## config.mk

```make
export PLATFORM = sky130hd
export DESIGN_NAME = adc_capture
export DESIGN_NICKNAME = d
export VERILOG_FILES = /design/src/rtl/adc_defs_pkg.sv /design/src/rtl/adc_sample_fifo.sv /design/src/rtl/adc_capture.sv
export SDC_FILE = /design/constraint.sdc
export NUM_CORES = 1
export LEC_CHECK = 0
export BUFFER_PORTS_ARGS = -buffer_cell sky130_fd_sc_hd__clkbuf_2
export CAP_MARGIN = 0
export CORE_MARGIN = 5
export CORE_UTILIZATION = 32
export DETAILED_ROUTE_END_ITERATION = 7
export GPL_TIMING_DRIVEN = 0
export SLEW_MARGIN = 20
export SYNTH_ARGS = -nofsm -noshare
export SYNTH_HDL_FRONTEND = slang
export SYNTH_SLANG_ARGS = --single-unit
```

## constraint.sdc

```tcl
create_clock -name CLK -period 3.5 [get_ports CLK]
set_clock_uncertainty 0.15 [all_clocks]
set_input_delay 0.7 -clock CLK [delete_from_list [all_inputs] [get_ports CLK]]
set_output_delay 0.7 -clock CLK [all_outputs]
set_load 0.1 [all_outputs]
```

## src/rtl/adc_defs_pkg.sv

```systemverilog
// adc_defs: shared definitions for the ADC capture path.
//   DATA_W_DEF     default ADC sample width
//   CLK_DIV_DEF    default system clocks per ADC_CLK period
//   FIFO_DEPTH_DEF default output FIFO depth
//   clog2()        constant ceil(log2) helper for pointer/level widths
//   LEVEL_W_DEF    LEVEL width for the default FIFO depth
package adc_defs;

  localparam int DATA_W_DEF     = 8;
  localparam int CLK_DIV_DEF    = 4;
  localparam int FIFO_DEPTH_DEF = 4;

  // ceil(log2(value)); returns 0 for value <= 1
  function automatic int clog2(input int value);
    int result;
    result = 0;
    for (int i = 0; i < 31; i++) begin
      if ((1 << i) < value) result = i + 1;
    end
    return result;
  endfunction

  localparam int LEVEL_W_DEF = clog2(FIFO_DEPTH_DEF) + 1;

endpackage

```

## src/rtl/adc_sample_fifo.sv

```systemverilog
// adc_sample_fifo: show-ahead FIFO with registered head data and valid.
//   clk, rst    system clock, asynchronous active-high reset
//   push        write push_data (accepted when not full, or full with a pop)
//   push_data   entry to write
//   pop         consume the current head (ignored when empty)
//   head        current head entry, holds its last value when empty
//   valid       FIFO non-empty (registered)
//   full/empty  occupancy flags
//   level       occupancy 0..DEPTH
module adc_sample_fifo
  import adc_defs::*;
#(
  parameter int WIDTH = DATA_W_DEF,
  parameter int DEPTH = FIFO_DEPTH_DEF
) (
  input  logic                    clk,
  input  logic                    rst,
  input  logic                    push,
  input  logic [WIDTH-1:0]        push_data,
  input  logic                    pop,
  output logic [WIDTH-1:0]        head,
  output logic                    valid,
  output logic                    full,
  output logic                    empty,
  output logic [clog2(DEPTH):0]   level
);

  localparam int PTR_W   = clog2(DEPTH);
  localparam int LEVEL_W = PTR_W + 1;

  logic [WIDTH-1:0]   mem [DEPTH];
  logic [PTR_W-1:0]   wr_ptr;
  logic [PTR_W-1:0]   rd_ptr;
  logic [PTR_W-1:0]   rd_ptr_nxt;
  logic [LEVEL_W-1:0] count;
  logic [LEVEL_W-1:0] count_after_pop;
  logic [LEVEL_W-1:0] count_nxt;
  logic               do_push;
  logic               do_pop;
  logic [WIDTH-1:0]   head_nxt;

  assign empty = (count == '0);
  assign full  = (count == LEVEL_W'(DEPTH));
  assign level = count;

  // A full FIFO still accepts a push when the head is popped in the same
  // cycle. The next head comes from storage unless the FIFO would be empty
  // after the pop, in which case the incoming entry becomes the head.
  always_comb begin
    do_pop          = pop && !empty;
    do_push         = push && (!full || do_pop);
    count_after_pop = count - LEVEL_W'(do_pop);
    count_nxt       = count_after_pop + LEVEL_W'(do_push);
    rd_ptr_nxt      = rd_ptr + PTR_W'(do_pop);
    head_nxt        = head;
    if (count_after_pop != '0) begin
      head_nxt = mem[rd_ptr_nxt];
    end else if (do_push) begin
      head_nxt = push_data;
    end
  end

  // Storage needs no reset; only pointers and count define validity
  always_ff @(posedge clk) begin
    if (do_push) mem[wr_ptr] <= push_data;
  end

  always_ff @(posedge clk or posedge rst) begin
    if (rst) begin
      wr_ptr <= '0;
      rd_ptr <= '0;
      count  <= '0;
      head   <= '0;
      valid  <= 1'b0;
    end else begin
      if (do_push) wr_ptr <= wr_ptr + PTR_W'(1);
      rd_ptr <= rd_ptr_nxt;
      count  <= count_nxt;
      head   <= head_nxt;
      valid  <= (count_nxt != '0);
    end
  end

endmodule

```

## src/rtl/adc_capture.sv

```systemverilog
// adc_capture: ADC sample clock generation, parallel capture, power-of-two
// averaging and a show-ahead output FIFO with valid/ready handshake.
//   CLK, RESET     system clock, asynchronous active-high reset
//   ENABLE         run capture; low idles the divider and drops partial sums
//   TEST_MODE      (only with ADC_CAPTURE_TEST_PATTERN_EN) capture a ramp
//   ADC_CLK        registered ADC sample clock, high for the first half period
//   ADC            parallel unsigned ADC data
//   SAMPLE         averaged sample at the FIFO head
//   SAMPLE_VALID   FIFO non-empty
//   SAMPLE_READY   downstream consumes SAMPLE this cycle
//   OVERRUN        sticky: a result was dropped on a full FIFO
//   LEVEL          FIFO occupancy
// Optional feature macro: ADC_CAPTURE_TEST_PATTERN_EN
module adc_capture
  import adc_defs::*;
#(
  parameter int DATA_W       = DATA_W_DEF,
  parameter int CLK_DIV      = CLK_DIV_DEF,
  parameter int SAMPLE_PHASE = 1,
  parameter int AVG_LOG2     = 2,
  parameter int FIFO_DEPTH   = FIFO_DEPTH_DEF
) (
  input  logic                        CLK,
  input  logic                        RESET,
  input  logic                        ENABLE,
`ifdef ADC_CAPTURE_TEST_PATTERN_EN
  input  logic                        TEST_MODE,
`endif
  output logic                        ADC_CLK,
  input  logic [DATA_W-1:0]           ADC,
  output logic [DATA_W-1:0]           SAMPLE,
  output logic                        SAMPLE_VALID,
  input  logic                        SAMPLE_READY,
  output logic                        OVERRUN,
  output logic [clog2(FIFO_DEPTH):0]  LEVEL
);

  localparam int PHASE_W = clog2(CLK_DIV);
  localparam int ACC_W   = DATA_W + AVG_LOG2;
  localparam int CNT_W   = AVG_LOG2 + 1;
  localparam int AVG_N   = 1 << AVG_LOG2;

  logic [PHASE_W-1:0] phase;
  logic               capture_en;
  logic [DATA_W-1:0]  capture_data;
  logic [DATA_W-1:0]  adc_q;
  logic               cap_valid;
  logic [ACC_W-1:0]   acc;
  logic [ACC_W-1:0]   sum;
  logic [CNT_W-1:0]   count;
  logic               group_done;
  logic               push_q;
  logic [DATA_W-1:0]  result_q;
  logic               pop;
  logic               fifo_full;
  logic               fifo_empty;

  // Divider: ADC_CLK is registered from the current phase so it is high
  // for phases 0..CLK_DIV/2-1 and goes straight to 0 when disabled.
  always_ff @(posedge CLK or posedge RESET) begin
    if (RESET) begin
      phase   <= '0;
      ADC_CLK <= 1'b0;
    end else if (!ENABLE) begin
      phase   <= '0;
      ADC_CLK <= 1'b0;
    end else begin
      ADC_CLK <= (phase < PHASE_W'(CLK_DIV / 2));
      phase   <= (phase == PHASE_W'(CLK_DIV - 1)) ? '0 : phase + PHASE_W'(1);
    end
  end

  assign capture_en = ENABLE && (phase == PHASE_W'(SAMPLE_PHASE));

`ifdef ADC_CAPTURE_TEST_PATTERN_EN
  logic [DATA_W-1:0] ramp;

  // Ramp advances once per capture taken in test mode, wrapping naturally
  always_ff @(posedge CLK or posedge RESET) begin
    if (RESET) begin
      ramp <= '0;
    end else if (capture_en && TEST_MODE) begin
      ramp <= ramp + DATA_W'(1);
    end
  end

  assign capture_data = TEST_MODE ? ramp : ADC;
`else
  assign capture_data = ADC;
`endif

  // Capture stage: cap_valid marks adc_q as fresh for the accumulator
  always_ff @(posedge CLK or posedge RESET) begin
    if (RESET) begin
      adc_q     <= '0;
      cap_valid <= 1'b0;
    end else begin
      cap_valid <= capture_en;
      if (capture_en) adc_q <= capture_data;
    end
  end

  assign sum        = acc + ACC_W'(adc_q);
  assign group_done = (count == CNT_W'(AVG_N - 1));

  // Accumulate stage: the final sample of a group is folded into the
  // pushed result directly, so acc never needs to hold a full group.
  always_ff @(posedge CLK or posedge RESET) begin
    if (RESET) begin
      acc      <= '0;
      count    <= '0;
      push_q   <= 1'b0;
      result_q <= '0;
    end else begin
      push_q <= 1'b0;
      if (!ENABLE) begin
        acc   <= '0;
        count <= '0;
      end else if (cap_valid) begin
        if (group_done) begin
          acc      <= '0;
          count    <= '0;
          push_q   <= 1'b1;
          result_q <= DATA_W'(sum >> AVG_LOG2);
        end else begin
          acc   <= sum;
          count <= count + CNT_W'(1);
        end
      end
    end
  end

  assign pop = SAMPLE_READY && !fifo_empty;

  // A push is only lost when the FIFO is full and nothing leaves this cycle
  always_ff @(posedge CLK or posedge RESET) begin
    if (RESET) begin
      OVERRUN <= 1'b0;
    end else if (push_q && fifo_full && !pop) begin
      OVERRUN <= 1'b1;
    end
  end

  adc_sample_fifo #(
    .WIDTH (DATA_W),
    .DEPTH (FIFO_DEPTH)
  ) u_fifo (
    .clk       (CLK),
    .rst       (RESET),
    .push      (push_q),
    .push_data (result_q),
    .pop       (pop),
    .head      (SAMPLE),
    .valid     (SAMPLE_VALID),
    .full      (fifo_full),
    .empty     (fifo_empty),
    .level     (LEVEL)
  );

endmodule
```

==> results of run 1 <==
==> critical path, delay by kind of cell (launching register included) <==
family | cells | cell delay, ns
AOI/OAI and AO/OA | 2 | 0.48
DFF | 1 | 0.42
buffers and inverters | 2 | 0.40
adders and majority gates | 2 | 0.39
xor gates and xnor gates | 1 | 0.23
and+or+nand+nor | 2 | 0.26
==> area by class of cell <==
cell class / instances / share of cell area, %
clock inverters: 5 / 1.28
repair buffers: 25 / 3.26
inverters: 17 / 1.54
well taps: 143 / 4.16
plain buffers: 9 / 1.22
flip-flops and latches: 83 / 52.1
clock buffers: 11 / 5.41
multi-input cells: 166 / 31.1
==> routing by layer <==
layer  global-route usage [%]  up-vias  part of all wire, %
met1                     12.4     1038                   47
met2                     15.6       35                   47
li1                         -     1052                    -
met3                     4.43        8                  4.2
met4                     3.26        0                  1.7
met5                        0        -                    0
==> sequential cells by signal (all words and copies together), names as in the netlist <==
name	flops
ADC_CLK	1
OVERRUN	1
acc	10
adc_q	8
cap_valid	1
count	3
phase	2
push_q	1
result_q	8
u_fifo.head	8
u_fifo.level	3
u_fifo.mem	32
u_fifo.rd_ptr	2
u_fifo.valid	1
u_fifo.wr_ptr	2
==> through the flow <==
stage	power, mW	instance area, um2	util, %
2_1_floorplan	2.00	3690	-
3_3_place_gp	2.16	3990	35.1
3_5_place_dp	2.18	4010	35.3
4_1_cts	3.11	4300	37.8
5_1_grt	3.23	4300	37.8
6_report	3.06	4300	37.8
==> cell usage after synthesis, drive strengths merged (5+ instances only) <==
library cell,n
nor2,9
ha,20
nor2b,7
clkbuf,5
a21oi,7
mux2,7
a31oi,10
dfrtp,51
nand2,36
inv,17
edfxtp,32
o21ai,21
mux4,8
xnor2,6
xor2,5
==> power by group through the flow <==
stage / Sequential [mW] / Clock (mW) / Combinational (mW)
final: 1.19 / 0.915 / 0.959
after floorplan: 1.51 / 0 / 0.489
after detailed placement: 1.21 / 0 / 0.973
after CTS: 1.19 / 0.940 / 0.977
after global placement: 1.20 / 0 / 0.958
after global routing: 1.20 / 0.981 / 1.05
==> worst max-delay path by stage <==
stage	start	to	slack, ns	cells past startpoint
after CTS	u_fifo.level[1]	u_fifo.valid	1.08	9
after global placement	SAMPLE_READY	u_fifo.valid	0.75	10
after global routing	u_fifo.level[1]	u_fifo.valid	0.95	9
final	u_fifo.level[1]	u_fifo.head[5]	1.11	9
after detailed placement	SAMPLE_READY	u_fifo.valid	0.74	10
after floorplan	u_fifo.level[2]	u_fifo.valid	0.70	8
==> cells by family after synthesis <==
family                   count (synthesis)  share of synthesized area (%)
AND/OR/NAND/NOR                         65                           8.58
multiplexers                            16                           7.90
adder cells (fa/ha/maj)                 21                           7.32
AO/OA/AOI/OAI                           53                           9.25
buffers and inverters                   26                           3.22
XOR/XNOR                                11                           3.12
flip-flops                              83                           60.6
==> qor.yml, run 1 <==
timing:
  worst_slack_ns: 1.11
  drv_slew: 0
  maxClockFrequency_mhz: 419
  fin_hold_ws_ns: 0.213
  finalHoldViolations: 0
  tightestPinTransition_ns: 0.545
  finalCriticalPeriod_ns: 2.39
  rsz0062_at_grt: "no"
  setup_violations: 0
  min_period_over_period_pct: 68.3
  setup_tns_ns: 0
  slew_headroom_pct: 63.8
place:
  place_inst: 443
  dp_slack_ns: 0.741
  io_buffers: 24
  dpl.hpwl_um: 4490
  place.gp.congestion: 0.725
setup_path:
  slowest_delay_ns: 0.42
  required_ns: 3.61
  cp.arrival_ns: 2.50
  r2r_cells: 9
  rrSetupSlack_ns: 1.11
  crit_fanout: 10
  worstSetupStartpointType: "flip-flop"
  crit_type: "reg -> reg"
  crit_chain: "o31a_1 > ha_1 > ha_1 > xnor2_1 > and3_1 > clkbuf_2 > clkbuf_4 > nor2_1 > a31oi_1"
  r2r-start: "u_fifo.level[1]"
  end_kind: "flip-flop"
  timing.rr.end: "u_fifo.head[5]"
  slowest_stage: "dfrtp_1"
  crit_path_frequent_cell: "ha_1"
pwr:
  p_int_mw: 1.97
  clockPowerShare_pct: 29.9
  swShare_pct: 35.7
  p_leak_nw: 1.96
  irDropWorstVdd_v: 0.000726
  power_frac_comb_pct: 31.3
  p_sw_mw: 1.09
  power_density_nw_per_um2: 712
  p_seq_share_pct: 38.8
floorplan:
  rows: 39
  die_w_um: 117
  die-area_um2: 13800
  core-area_um2: 11400
  initial_core_util_pct: 32.5
  die_y_um: 117
  io_pins: 26
route:
  drt-wirelength-per-cell_um: 13.7
  num_vias: 2133
  drt.antenna.violating_nets: 0
  drtIter0Drc: 132
  routed_wl_um: 6270
  drc: 0
  vias_per_cell: 4.65
  firstDrtPassIters: 4
cells_and_area:
  antenna_cells: 0
  layout_common_cells: "dfrtp_1, nand2_1, edfxtp_1"
  n_fill_cell: 1110
  layout.nets: 344
  final_cells: 459
  synthToLayoutAreaGrowth_pct: 16.4
  layout-drive-gt1-share_pct: 20.3
  multi_input_area_um2: 1340
  final_common_cell: "dfrtp_1"
  final-seq-area_um2: 2240
cts:
  numCtsBuffers: 9
  cts.repair.resized: 0
  cts_setup_buffers: 0
  cts_tree: "built"
  cts.reportedPaths.clkPinSlew_ns: 0.06
  cts_root_buf: "clkbuf_16"
  clock-sinks: 83
  h-tree-depth: 3
  clk_latency_ns: 0.34
  postCtsHoldBufs: 0
  clockBufferDepth: 2
global_route:
  grt_remaining_overflow: 0
  grt_antenna_before_repair: 0
  grt_pass1_wl_um: 11000
  grt_max_degree: 32
  grt_pass1_vias: 2244
  grt_usage_pct: 10.0
synthesis:
  synth_cell_types: 48
  syn_nets: 308
  yosysWarningCount: 0
  synth-async-reset-ratio_pct: 61.4
  yosysTopAreaCellShare_pct: 34.6
  synth_top_flop_cell: "dfrtp_1"
  synth_seq_cells: 83
  synth_area_per_cell_um2: 13.4
  syn_inst: 275
  synth_area_leader_cell: "dfrtp_1"
  syn-cell-area_um2: 3690
  yosysSeqAreaShare_pct: 60.6
  synth_edf_count: 32
  synth_area_leaders: "dfrtp_1, edfxtp_1, ha_1, mux4_1, nand2_1"
run:
  max_cap_violations: 0
run_status:
  status: "complete, no violations"
hold_path:
  min_path_type: "in -> async"
Note: power is estimated with default switching activity, not from simulation.
==> run 2: changes to the inputs <==
==> constraint.sdc (replaced) <==
create_clock -name CLK -period 2.2 [get_ports CLK]
set_clock_uncertainty 0.15 [all_clocks]
set_input_delay 0.44 -clock CLK [delete_from_list [all_inputs] [get_ports CLK]]
set_output_delay 0.44 -clock CLK [all_outputs]
set_load 0.1 [all_outputs]
==> qor.yml, run 2 (same netlist as run 1, synthesis figures left out) <==
run_status:
  status: "complete, no violations"  # unchanged
cells_and_area:
  antenna_cells: 0  # unchanged
  top_register: "u_fifo.mem"  # unchanged
  layout.nets: 354  # was 344
  fin_area_um2: 4500  # was 4300 um2
  synthToLayoutAreaGrowth_pct: 21.8  # was 16.4%
  final_common_cell: "dfrtp_1"  # unchanged
  largest_reg_flops: 32  # unchanged
  layout_common_cells: "dfrtp_1, nand2_1, edfxtp_1"  # unchanged
  largest_registers: "u_fifo.mem: 32 flops, acc: 10 flops"  # unchanged
  layout-drive-gt1-share_pct: 30.4  # was 20.3%
route:
  vias_per_cell: 4.62  # was 4.65
  top_layer: "met4"  # unchanged
  routed_wl_um: 6580  # was 6270 um
  drc: 0  # unchanged
  wl_met3_um: 248  # was 262 um
  firstDrtPassIters: 4  # unchanged
  drt-wirelength-per-cell_um: 14.0  # was 13.7 um
  num_vias: 2165  # was 2133
  drtIter0Drc: 148  # was 132
  drt.antenna.violating_nets: 0  # unchanged
  m1WireLength_um: 3060  # was 2960 um
  wl_met2_um: 3170  # was 2950 um
setup_path:
  worstSetupStartpointType: "flip-flop"  # unchanged
  cp.arrival_ns: 2.24  # was 2.50 ns
  required_ns: 2.27  # was 3.61 ns
  crit_type: "reg -> reg"  # unchanged
  end_kind: "flip-flop"  # unchanged
  crit_fanout: 8  # was 10
place:
  dpl.hpwl_um: 4590  # was 4490 um
  placed_area_um2: 4060  # was 4010 um2
  io_buffers: 24  # unchanged
  dp_slack_ns: -0.237  # was 0.741 ns
  place.gp.congestion: 0.763  # was 0.725
pwr:
  p_leak_nw: 1.98  # was 1.96 nW
  p_int_mw: 3.38  # was 1.97 mW
  p_seq_share_pct: 35.6  # was 38.8%
  swShare_pct: 36.5  # was 35.7%
  irDropWorstVdd_v: 0.000690  # was 0.000726 V
  clockPowerShare_pct: 26.1  # was 29.9%
  power_frac_comb_pct: 38.2  # was 31.3%
  power_density_nw_per_um2: 1180  # was 712 nW/um2
  p_sw_mw: 1.94  # was 1.09 mW
  finalPower_mw: 5.32  # was 3.06 mW
cts:
  cts_tree: "built"  # unchanged
  clock-sinks: 83  # unchanged
  clk_latency_ns: 0.33  # was 0.34 ns
  cts_root_buf: "clkbuf_16"  # unchanged
  numCtsBuffers: 9  # unchanged
  clockBufferDepth: 2  # unchanged
  cts.reportedPaths.clkPinSlew_ns: 0.07  # was 0.06 ns
  h-tree-depth: 3  # unchanged
timing:
  fin_hold_ws_ns: 0.162  # was 0.213 ns
  worst_slack_ns: 0.0217  # was 1.11 ns
  finalHoldViolations: 0  # unchanged
  maxClockFrequency_mhz: 459  # was 419 MHz
  min_period_over_period_pct: 99.0  # was 68.3%
  slew_headroom_pct: 63.8  # about the same
  finalCriticalPeriod_ns: 2.18  # was 2.39 ns
  tightestPinTransition_ns: 0.545  # about the same
  setup_violations: 0  # unchanged
  rsz0062_at_grt: "yes"  # was no
  drv_slew: 0  # unchanged
  setup_tns_ns: 0  # unchanged
global_route:
  grt_max_degree: 35  # was 32
  grt_remaining_overflow: 0  # unchanged
  grt_antenna_before_repair: 0  # unchanged
  grt_usage_pct: 10.2  # was 10.0%
  grt_pass1_vias: 2204  # was 2244
  grt_pass1_wl_um: 11400  # was 11000 um
floorplan:
  die-area_um2: 13800  # unchanged
  die_w_um: 117  # unchanged
  rows: 39  # unchanged
  die_y_um: 117  # unchanged
  initial_core_util_pct: 32.5  # unchanged
  core-area_um2: 11400  # unchanged
  io_pins: 26  # unchanged
hold_path:
  min_path_type: "in -> reg"  # was in -> async
run:
  max_cap_violations: 0  # unchanged
-- run 2: cell types whose count changed in the layout (fill, tap and decap cells not counted), sizes merged --
cell | previous run | this run
buf | 5 | 14
inv | 17 | 20
clkinv | 3 | 1
bufinv | 1 | 0
clkbuf | 40 | 39
clkinvlp | 1 | 2
dlygate4sd3 | 0 | 1
-- run 2: final cells by class --
cell class	count	area [um2]
multi-input cells	166	1420
clock inverters	6	46.3
well taps	143	179
plain buffers	6	61.3
clock buffers	10	229
repair buffers	38	246
flip-flops and latches	83	2240
fillers	1085	6870
inverters	17	71.3
-- run 2: critical path, stage by stage (launching register included) --
cell	delay [ns]
dfrtp_2	0.42
o31a_1	0.38
ha_4	0.31
buf_12	0.14
mux4_2	0.50
nor2_1	0.11
a31oi_1	0.05
-- run 2: final timing paths --
kind / from / to / slack (ns) / cells after the start
worst max-delay path: u_fifo.level[0] / u_fifo.head[5] / 0.02 / 6
worst min-delay path: ADC[1] / adc_q[1] / 0.16 / 3
worst max register to register: u_fifo.level[0] / u_fifo.head[5] / 0.02 / 6
worst min register to register: phase[1] / ADC_CLK / 0.30 / 1
max in group asynchronous: RESET / adc_q[6] / 0.89 / 4
min in group asynchronous: RESET / u_fifo.level[0] / 0.49 / 3
-- run 2: through the flow --
stage          util (%)  cells
2_1_floorplan         -    275
3_3_place_gp       35.5    442
3_5_place_dp       35.7    443
4_1_cts            39.4    468
5_1_grt            39.5    469
6_report           39.5    469
-- run 2: power by group through the flow --
stage                     Combinational (mW)  Clock [mW]  Sequential, mW
after floorplan                        0.884           0            2.41
after global placement                  1.65           0            1.93
after detailed placement                1.68           0            1.94
after CTS                               2.00        1.43            1.91
after global routing                    2.20        1.50            1.92
final                                   2.03        1.39            1.90
-- run 2: layer usage --
layer / vias up / global-route usage, %
met5: - / 0
met4: 0 / 3.70
met3: 8 / 2.94
met2: 30 / 16.1
met1: 1055 / 13.3
li1: 1072 / -
-- run 2: repair_timing --
action,4_1_cts,5_1_grt
gates resized for setup,12,7
setup endpoints to repair,9,11
hold buffers,1,0
setup buffers,9,2
endpoints found under the hold margin,17,0
cloned,1,0
pin swaps,10,6
==> run 3: changes to the inputs <==
--- a/config.mk
+++ b/config.mk
@@ -8,7 +8,7 @@
 export BUFFER_PORTS_ARGS = -buffer_cell sky130_fd_sc_hd__clkbuf_2
 export CAP_MARGIN = 0
 export CORE_MARGIN = 5
-export CORE_UTILIZATION = 32
+export CORE_UTILIZATION = 24
 export DETAILED_ROUTE_END_ITERATION = 7
 export GPL_TIMING_DRIVEN = 0
 export SLEW_MARGIN = 20
==> qor.yml, run 3 (same netlist as run 1, synthesis figures left out) <==
run_status:
  status: "finished with violations"  # was complete, no violations
  violations: "hold timing, setup timing"
cells_and_area:
  largest_registers: "u_fifo.mem: 32 flops, acc: 10 flops"  # unchanged
  layout-drive-gt1-share_pct: 29.8  # was 30.4%
  layout_common_cells: "dfrtp_1, nand2_1, edfxtp_1"  # unchanged
  n_fill_cell: 1514  # was 1085
  antenna_cells: 0  # unchanged
  final_common_cell: "dfrtp_1"  # unchanged
  synthToLayoutAreaGrowth_pct: 22.7  # was 21.8%
  top_register: "u_fifo.mem"  # unchanged
  final_cells: 514  # was 469
  largest_reg_flops: 32  # unchanged
  multi_input_area_um2: 1420  # about the same
  final-seq-area_um2: 2240  # unchanged
  fin_area_um2: 4530  # was 4500 um2
  layout.nets: 354  # unchanged
  utilization_pct: 29.9  # was 39.5%
route:
  wl_met3_um: 349  # was 248 um
  drtIter0Drc: 69  # was 148
  num_vias: 2148  # was 2165
  drt.antenna.violating_nets: 0  # unchanged
  drc: 0  # unchanged
  vias_per_cell: 4.18  # was 4.62
  drt-wirelength-per-cell_um: 12.8  # was 14.0 um
  routed_wl_um: 6590  # was 6580 um
  wl_met2_um: 3070  # was 3170 um
  m1WireLength_um: 3090  # was 3060 um
  top_layer: "met4"  # unchanged
  firstDrtPassIters: 4  # unchanged
global_route:
  grt_pass1_vias: 2214  # was 2204
  grt_antenna_before_repair: 0  # unchanged
  grt_pass1_wl_um: 11000  # was 11400 um
  grt_max_degree: 29  # was 35
  grt_usage_pct: 7.82  # was 10.2%
  grt_remaining_overflow: 0  # unchanged
timing:
  finalHoldViolations: 23  # was 0
  finalCriticalPeriod_ns: 2.21  # was 2.18 ns
  worst_slack_ns: -0.0120  # was 0.0217 ns
  setup_violations: 1  # was 0
  rsz0062_at_grt: "yes"  # unchanged
  tightestPinTransition_ns: 0.545  # about the same
  min_period_over_period_pct: 101  # was 99.0%
  fin_hold_ws_ns: -0.0106  # was 0.162 ns
  slew_headroom_pct: 63.6  # was 63.8%
  maxClockFrequency_mhz: 452  # was 459 MHz
  drv_slew: 0  # unchanged
cts:
  postCtsHoldBufs: 0  # was 1
  cts_tree: "built"  # unchanged
  clock-sinks: 83  # unchanged
  clk_latency_ns: 0.33  # about the same
  cts.reportedPaths.clkPinSlew_ns: 0.06  # was 0.07 ns
  numCtsBuffers: 9  # unchanged
  h-tree-depth: 3  # unchanged
  clockBufferDepth: 2  # unchanged
  cts_root_buf: "clkbuf_16"  # unchanged
hold_path:
  min_path_type: "in -> async"  # was in -> reg
setup_path:
  crit_path_frequent_cell: "ha_4"
  worstSetupStartpointType: "flip-flop"  # unchanged
  required_ns: 2.26  # was 2.27 ns
  end_kind: "flip-flop"  # unchanged
  cp.arrival_ns: 2.27  # was 2.24 ns
  crit_fanout: 3  # was 8
  slowest_delay_ns: 0.42  # was 0.50 ns
  crit_type: "reg -> reg"  # unchanged
  crit_chain: "o31a_1 > ha_4 > inv_2 > ha_4 > ha_4 > xnor2_2 > or3_1"  # was o31a_1 > ha_4 > buf_12 > mux4_2 > nor2_1 > a31oi_1
  slowest_stage: "dfrtp_2"  # was mux4_2
pwr:
  power_density_nw_per_um2: 1140  # was 1180 nW/um2
  irDropWorstVdd_v: 0.000614  # was 0.000690 V
  p_leak_nw: 1.97  # was 1.98 nW
  finalPower_mw: 5.17  # was 5.32 mW
floorplan:
  die-area_um2: 18000  # was 13800 um2
  die_w_um: 134  # was 117 um
  rows: 45  # was 39
  core-area_um2: 15100  # was 11400 um2
  initial_core_util_pct: 24.4  # was 32.5%
  io_pins: 26  # unchanged
  die_y_um: 134  # was 117 um
place:
  dpl.hpwl_um: 4740  # was 4590 um
  place_inst: 488  # was 443
  io_buffers: 24  # unchanged
  placed_area_um2: 4110  # was 4060 um2
  place.gp.congestion: 0.762  # was 0.763
run:
  max_cap_violations: 0  # unchanged
run 3: cell types whose count changed in the layout (fill, tap and decap cells not counted), sizes merged:
cell / before / now
clkinv: 1 / 5
inv: 20 / 18
buf: 14 / 15
clkbuf: 39 / 38
clkinvlp: 2 / 1
dlygate4sd3: 1 / 0
run 3: timing repair:
item / CTS / global route
cloned: 1 / 0
gates resized for setup: 4 / 15
buffers inserted: 5 / 7
pin swaps: 4 / 10
endpoints found under the setup margin: 9 / 11
run 3: area by class of cell:
class                      instances  area share [%]
buffer                             6            1.10
clock buffer                       9            4.97
clock inverter                     7           0.912
inverter                          17            1.69
multi-input combinational        166            31.3
sequential                        83            49.5
tap                              188            5.19
timing repair buffer              38            5.33
run 3: path summary, 6_finish.rpt:
path | from | endpoint | slack [ns] | cells past startpoint
worst min register to register | OVERRUN | OVERRUN | 0.31 | 1
min in group CLK | ADC[1] | adc_q[1] | 0.17 | 3
worst max-delay path | u_fifo.level[0] | u_fifo.valid | -0.01 | 7
worst min-delay path | RESET | adc_q[2] | -0.01 | 2
max in group asynchronous | RESET | u_fifo.level[2] | 1.37 | 3
worst max register to register | u_fifo.level[0] | u_fifo.valid | -0.01 | 7
run 3: critical path: cells and delay by family (launching register included):
| kind | cells | cell delay [ns] |
|---|---|---|
| AO/OA/AOI/OAI | 1 | 0.39 |
| XOR/XNOR | 1 | 0.13 |
| adder cells (fa/ha/maj) | 3 | 0.62 |
| buffers and inverters | 1 | 0.04 |
| flip-flops | 1 | 0.42 |
| AND/OR/NAND/NOR | 1 | 0.35 |
run 3: where the power goes:
group	switching (mW)	leakage, nW	internal [mW]
Combinational	1.18	0.848	0.753
Sequential	0.126	0.994	1.78
Clock	0.582	0.129	0.757
Total	1.89	1.97	3.29
run 3: routing by layer:
layer,vias to the layer above,global-route usage (%)
met1,1032,9.84
met3,10,3.41
li1,1073,-
met5,-,0
met4,0,2.55
met2,33,12.2
run 3: through the flow:
step | hold WS (ns) | setup slack, ns | setup TNS, ns
floorplan | 0.278 | -0.216 | -1.36
global placement | 0.294 | -0.499 | -17.89
detailed placement | 0.298 | -0.221 | -0.638
CTS | 0.00291 | 0.000485 | 0
global route | 0.0366 | -0.0638 | -0.287
finish | -0.0106 | -0.0120 | -0.0120
